$ cat config.mk
export PLATFORM = sky130hd
export DESIGN_NAME = aximm_test0_hls_deadlock_report_unit
export DESIGN_NICKNAME = d
export VERILOG_FILES = /design/src/rtl/aximm_test0_hls_deadlock_report_unit.sv
export SDC_FILE = /design/constraint.sdc
export NUM_CORES = 1
export LEC_CHECK = 0
export CAP_MARGIN = 20
export CORE_MARGIN = 3
export CORE_UTILIZATION = 50
export CTS_CLUSTER_SIZE = 30
export DETAILED_ROUTE_END_ITERATION = 8
export PLACE_DENSITY = 0.75
export SLEW_MARGIN = 20
export SYNTH_ARGS = -nofsm -noshare
export SYNTH_HDL_FRONTEND = slang
export SYNTH_SLANG_ARGS = --single-unit
$ cat constraint.sdc
create_clock -name clock -period 2.15 [get_ports clock]
set_input_delay 0.5375 -clock clock [delete_from_list [all_inputs] [get_ports clock]]
set_output_delay 0.5375 -clock clock [all_outputs]
set_load 0.1 [all_outputs]
$ cat src/rtl/aximm_test0_hls_deadlock_report_unit.sv
// rtl/aximm_test0_hls_deadlock_report_unit.sv - deadlock origin selection, token trace and report handshake
module aximm_test0_hls_deadlock_report_unit #(
  parameter int PROC_NUM      = 4,
  parameter int TS_WIDTH      = 32,
  parameter int TOKEN_TIMEOUT = 64
) (
  input  logic                clock,
  input  logic                reset,
  input  logic [PROC_NUM-1:0] dl_detect_vec,
  input  logic [PROC_NUM-1:0] token_seen_vec,
  input  logic                clr,
  output logic [PROC_NUM-1:0] origin_vec,
  output logic                token_clear,
  output logic                dl_flag,
  output logic                rpt_vld,
  input  logic                rpt_rdy,
  output logic [PROC_NUM-1:0] rpt_proc,
  output logic [PROC_NUM-1:0] rpt_chain,
  output logic [TS_WIDTH-1:0] rpt_ts,
  output logic                rpt_timeout
);

  localparam int TMR_W = $clog2(TOKEN_TIMEOUT + 1);
  localparam logic [TMR_W-1:0] TMR_LAST = TMR_W'(TOKEN_TIMEOUT - 1);

  typedef enum logic [2:0] {
    ST_IDLE,
    ST_ORIGIN,
    ST_TRACE,
    ST_REPORT,
    ST_HALT
  } state_t;

  state_t              state;
  logic [TS_WIDTH-1:0] ts_cnt;
  logic [TMR_W-1:0]    timer;
  logic [PROC_NUM-1:0] sel_oh;
  logic [PROC_NUM-1:0] lowest_oh;
  logic                return_hit;
  logic                timeout_hit;

  // Isolate the lowest set detect bit: x & -x keeps only the least significant one.
  assign lowest_oh   = dl_detect_vec & (~dl_detect_vec + PROC_NUM'(1));
  // The token has come home when the origin both sees it and still reports deadlock.
  assign return_hit  = |(token_seen_vec & dl_detect_vec & sel_oh);
  assign timeout_hit = (timer == TMR_LAST);

  // Free-running timestamp; software clear deliberately does not touch it.
  always_ff @(posedge clock or negedge reset) begin
    if (!reset) begin
      ts_cnt <= '0;
    end else begin
      ts_cnt <= ts_cnt + TS_WIDTH'(1);
    end
  end

  // Report FSM with registered outputs; clr overrides every state.
  always_ff @(posedge clock or negedge reset) begin
    if (!reset) begin
      state       <= ST_IDLE;
      timer       <= '0;
      sel_oh      <= '0;
      origin_vec  <= '0;
      token_clear <= 1'b0;
      dl_flag     <= 1'b0;
      rpt_vld     <= 1'b0;
      rpt_proc    <= '0;
      rpt_chain   <= '0;
      rpt_ts      <= '0;
      rpt_timeout <= 1'b0;
    end else if (clr) begin
      state       <= ST_IDLE;
      timer       <= '0;
      sel_oh      <= '0;
      origin_vec  <= '0;
      token_clear <= 1'b0;
      dl_flag     <= 1'b0;
      rpt_vld     <= 1'b0;
      rpt_proc    <= '0;
      rpt_chain   <= '0;
      rpt_ts      <= '0;
      rpt_timeout <= 1'b0;
    end else begin
      case (state)
        ST_IDLE: begin
          if (|dl_detect_vec) begin
            sel_oh     <= lowest_oh;
            rpt_proc   <= lowest_oh;
            rpt_ts     <= ts_cnt;
            dl_flag    <= 1'b1;
            origin_vec <= lowest_oh;
            state      <= ST_ORIGIN;
          end
        end
        ST_ORIGIN: begin
          // Token activity seen during the origin strobe is not yet part of the trace.
          origin_vec <= '0;
          rpt_chain  <= sel_oh;
          timer      <= '0;
          state      <= ST_TRACE;
        end
        ST_TRACE: begin
          rpt_chain <= rpt_chain | token_seen_vec;
          timer     <= timer + TMR_W'(1);
          if (return_hit || timeout_hit) begin
            token_clear <= 1'b1;
            rpt_timeout <= ~return_hit;
            rpt_vld     <= 1'b1;
            state       <= ST_REPORT;
          end
        end
        ST_REPORT: begin
          token_clear <= 1'b0;
          if (rpt_rdy) begin
            rpt_vld <= 1'b0;
            state   <= ST_HALT;
          end
        end
        ST_HALT: begin
          state <= ST_HALT;
        end
        default: begin
          state <= ST_IDLE;
        end
      endcase
    end
  end

endmodule

=== Word level (Yosys, flattened, before mapping) ===
Index checks and enable logic that the tools add are counted.

* Bits in registers: 90
* Output and inout port bits: 48
* Logic and storage cells: 74

* $add $sub $neg: 3
* Eq/ne operators: 8
* Mux-type cells: 29
* Bitwise gates (word level): 6
* Reductions and logical operators: 17

{| class="wikitable"
|+ Operator list
! operator !! count
|-
| $mux W32 || 3
|-
| $add A32 B1 Y32 const B || 1
|-
| $mux W4 || 5
|-
| $pmux W4 S2 || 2
|-
| $pmux W3 S5 || 1
|-
| $pmux W7 S2 || 1
|-
| $and A4 B4 Y4 || 3
|-
| $mux W3 || 4
|-
| $mux W1 || 10
|-
| $ne A3 B3 Y1 const B || 3
|-
| $reduce_bool A3 Y1 || 3
|-
| $reduce_and A2 Y1 || 4
|-
| $reduce_bool A2 Y1 || 4
|-
| $reduce_or A4 Y1 || 2
|-
| $add A7 B1 Y7 const B || 1
|-
| $eq A7 B6 Y1 const B || 1
|-
| $mux W7 || 1
|-
| $eq A3 B2 Y1 const B || 2
|-
| $reduce_and A3 Y1 || 2
|-
| $add A4 B1 Y4 const B || 1
|-
| $not A4 Y4 || 1
|-
| $or A4 B4 Y4 || 1
|-
| $pmux W1 S2 || 2
|-
| $eq A3 B1 Y1 const B || 1
|-
| 4 further kinds || 4
|}

=== Logic depth before layout (Yosys ltp) ===
* Word-level depth: 7
* Gate-level depth with buffers: 7
* Gate-level depth less buffers: 5

=== Worst setup path after synthesis ===
OpenSTA, ideal clock, no wires.

* Path kind: register to register
* Start point: register sel_oh[1]
* End point: register token_clear
* Setup time: 65 ps
* Data arrival time: 1,888 ps
* Data required time: 2,085 ps
* Slack: 197 ps
* Stages on the path, launching flop included: 5
* Period minus slack after synthesis: 1,953 ps
* Cells stage by stage: dfrtp_1 > a31oi_1 > and4_1 > a2111oi_2 > or3_1

* Longest elaborated chain between the ends: 5

{| class="wikitable"
|+ RTL lines
! item !! RTL line !! RTL
|-
| from (decl) || 37 || <nowiki>logic [PROC_NUM-1:0] sel_oh;</nowiki>
|-
| from (signal assigned) || 87 || <nowiki>sel_oh <= lowest_oh;</nowiki>
|-
| $and A4 B4 Y4 || 45 || <nowiki>assign return_hit = |(token_seen_vec & dl_detect_vec & sel_oh);</nowiki>
|-
| $reduce_or A4 Y1 || 45 ||
|-
| $logic_or A1 B1 Y1 || 105 || <nowiki>if (return_hit || timeout_hit) begin</nowiki>
|-
| $ne A3 B3 Y1 (no source line) || - ||
|-
| $reduce_and A2 Y1 (no source line) || - ||
|-
| to (signal assigned) || 64 || <nowiki>token_clear <= 1'b0;</nowiki>
|-
| to (signal assigned) || 106 || <nowiki>token_clear <= 1'b1;</nowiki>
|-
| to (signal assigned) || 113 || <nowiki>token_clear <= 1'b0;</nowiki>
|-
| to (decl) || 13 || <nowiki>output logic token_clear,</nowiki>
|}

Every way passes these cells.
A chain may end at the register's enable or synchronous reset.

=== Worst setup path after layout ===
* Start point: input dl_detect_vec[1]
* End point: register rpt_ts[6]

* Longest elaborated chain between the ends: 3

{| class="wikitable"
|+ RTL lines
! item !! RTL line !! RTL
|-
| from (decl) || 9 || <nowiki>input logic [PROC_NUM-1:0] dl_detect_vec,</nowiki>
|-
| $reduce_or A4 Y1 || 86 || <nowiki>if (|dl_detect_vec) begin</nowiki>
|-
| $reduce_bool A2 Y1 (no source line) || - ||
|-
| $reduce_and A2 Y1 (no source line) || - ||
|-
| to (signal assigned) || 89 || <nowiki>rpt_ts <= ts_cnt;</nowiki>
|-
| to (decl) || 19 || <nowiki>output logic [TS_WIDTH-1:0] rpt_ts,</nowiki>
|}

Every way passes these cells.

==> results_dict.tcl <==
set metrics [dict create \
    yosysMostFrequentCell "dfrtp_1" \
    reg2reg_to "sel_oh[1]" \
    postRouteAntennaNets 0 \
    ys_top_cells_by_count "dfrtp_1, a22o_1, xnor2_1" \
    row_count 31 \
    p_per_area_nw_per_um2 735.0 \
    cts_tree "built" \
    multi_input_area_um2 1613 \
    seqPwrFrac_pct 49.7 \
    syn_nets 354 \
    tightest_slew_ns 0.6371 \
    area_growth_pct 22.45 \
    ir_worst_vdd_mv 0.4063 \
    switching_share_pct 33.63 \
    track_usage_pct 21.86 \
    root_buffer "clkbuf_8" \
    synth.avg_cell_area_um2 11.71 \
    synth_edf_count 0 \
    drtIter0Drc 343 \
    slew_headroom_pct 56.93 \
    cts.sinks 90 \
    finalMaxSlewViolations 0 \
    syn-cell-area_um2 3980 \
    power_frac_clock_pct 29.8 \
    clkLatencyLatePin_ns 0.35 \
    worstSetupStartpointType "primary input" \
    nets 429 \
    htree_levels 3 \
    fp.coreArea_um2 7486 \
    arrival_ns 2.26 \
    crit_required_ns 2.44 \
    cts_setup_buffers 0 \
    yosysWarnings 0 \
    dp.cells 503 \
    ctsResizeCount 0 \
    drive_above_1_share_pct 23.33 \
    via_per_inst 5.921 \
    power_mw 3.582 \
    cp_max_fo 19 \
    fillers 590 \
    switchingPower_mw 1.204 \
    power_frac_comb_pct 20.5 \
    die-area_um2 9067 \
    r2r-start "state[1]" \
    grt_max_degree 44 \
    gp_congestion 0.9291 \
    cp-end-kind "flop" \
    maxCapViolCount 0 \
    wirelength_mm 9.114 \
    yosysSeqAreaShare_pct 56.59 \
    fmax_ghz 0.5053 \
    clkTransAtPathRegs_ns 0.09 \
    fin_skew_ns 0.01249 \
    finalSetupViolCount 0 \
    internal_power_mw 2.377 \
    regToRegSetupSlack_ns 0.20 \
    ctsHoldBuffers 0 \
    synth.top_cell.area_share_pct 56.59 \
    n_antenna_cell 0 \
    async_reset_ff_share_pct 100.0 \
    start_util_pct 53.17 \
    synth_cell_types 53 \
    grt_overflow 0 \
    first_pass_iters 5 \
    leakagePower_nw 2.339 \
    rsz0062_at_grt "false" \
    fin_util_pct 65.10 \
    drc 0 \
    die_h_um 95.22 \
    num_io_pins 60 \
    period_share_pct 92.04 \
    cts_made_buffers 9 \
    critPathKind "in2reg" \
    dp_hpwl_mm 6.334 \
    grt_pass1_wl_mm 15.24 \
    rr_worst_depth 4 \
    netlist_top_cells_area "dfrtp_1, a22o_1, xnor2_1" \
    syn_inst 340 \
    antenna_found_initial 0 \
    grt_pass1_vias 2996 \
    ys.flop_type "dfrtp_1" \
    worst_hold_slack_ns 0.1622 \
    synth_top_area_cell "dfrtp_1" \
    outcome "finished, final reports clean" \
    holdCritPathClass "in2async" \
    regArea_um2 2252 \
    hold_viol_final 0 \
    final.min_clock_period_ns 1.979 \
    die_width_um 95.22 \
    avgRoutedWirePerCell_um 17.56 \
    fin_tns_setup_ns 0 \
    vias 3073 \
    final_cells 519 \
    io_buffers 59 \
    ys_ff_latch 90 \
    cts_buffer_depth 2 \
]
==> final cells by class <==
| class | count | share of cell area [%] |
|---|---|---|
| Tap cell | 99 | 2.542 |
| Timing Repair Buffer | 84 | 14.22 |
| Clock inverter | 7 | 1.078 |
| Multi-Input combinational cell | 226 | 33.09 |
| Inverter | 4 | 0.3081 |
| Clock buffer | 9 | 2.542 |
| Sequential cell | 90 | 46.21 |
==> state kept, by name, summed over array words and instances, names as in the netlist <==
register     cells
rpt_vld          1
rpt_chain        4
rpt_ts          32
origin_vec       4
sel_oh           4
rpt_timeout      1
timer            7
state            3
token_clear      1
ts_cnt          32
dl_flag          1
==> logic make-up after synthesis <==
group	Yosys count	synth area share, %
AOI/OAI and AO/OA	86	16.79
xor gates and xnor gates	30	6.602
adders and majority gates	2	0.6286
buffers and inverters	24	3.112
DFF	90	56.59
muxes	2	0.5030
and+or+nand+nor	106	15.78
==> routing by layer <==
metal | up-vias | global-route usage [%] | part of all wire [%]
met5 | - | 0 | 0
met4 | 0 | 7.933 | 1.8
met3 | 13 | 4.262 | 5.4
met2 | 107 | 32.48 | 46
met1 | 1537 | 31.93 | 47
li1 | 1416 | - | -
==> cells in the final DEF, fill, tap and decap left out, types with 7 or more instances in the layout <==
cell,instances
nor2_1,18
a21oi_1,12
clkbuf_8,9
nand3_1,22
nand2_1,18
nand4_1,11
xnor2_1,27
dfrtp_1,90
buf_4,71
clkdlybuf4s50_1,10
a22o_1,35
and3_1,7
==> critical path, cell delays in order <==
cell	delay (ns)
clkdlybuf4s50_1	0.50
nor4_2	0.53
o31a_1	0.26
buf_4	0.26
a22o_1	0.17
==> power groups by stage <==
stage	sequential [mW]	combinational, mW	clock, mW
2_1_floorplan	2.07	0.235	0
3_3_place_gp	1.81	0.726	0
3_5_place_dp	1.81	0.735	0
4_1_cts	1.78	0.737	1.10
5_1_grt	1.79	0.777	1.19
6_report	1.78	0.734	1.07
==> worst max-delay path by stage <==
stage | end | depth (start not counted) | slack [ns] | startpoint
detailed placement | rpt_ts[6] | 5 | -0.17 | dl_detect_vec[1]
finish | rpt_ts[6] | 5 | 0.17 | dl_detect_vec[1]
CTS | rpt_ts[6] | 5 | 0.20 | dl_detect_vec[1]
floorplan | token_clear | 4 | 0.20 | sel_oh[1]
global placement | origin_vec[2] | 6 | -0.08 | dl_detect_vec[1]
global route | rpt_ts[6] | 5 | 0.11 | dl_detect_vec[1]
==> through the flow <==
stage / instance area, µm² / setup WS [ns]
2_1_floorplan: 3980 / 0.1972
3_3_place_gp: 4697 / -0.08490
3_5_place_dp: 4697 / -0.1658
4_1_cts: 4873 / 0.2040
5_1_grt: 4873 / 0.1080
6_report: 4873 / 0.1711
Power figures use the tool's default switching activity.
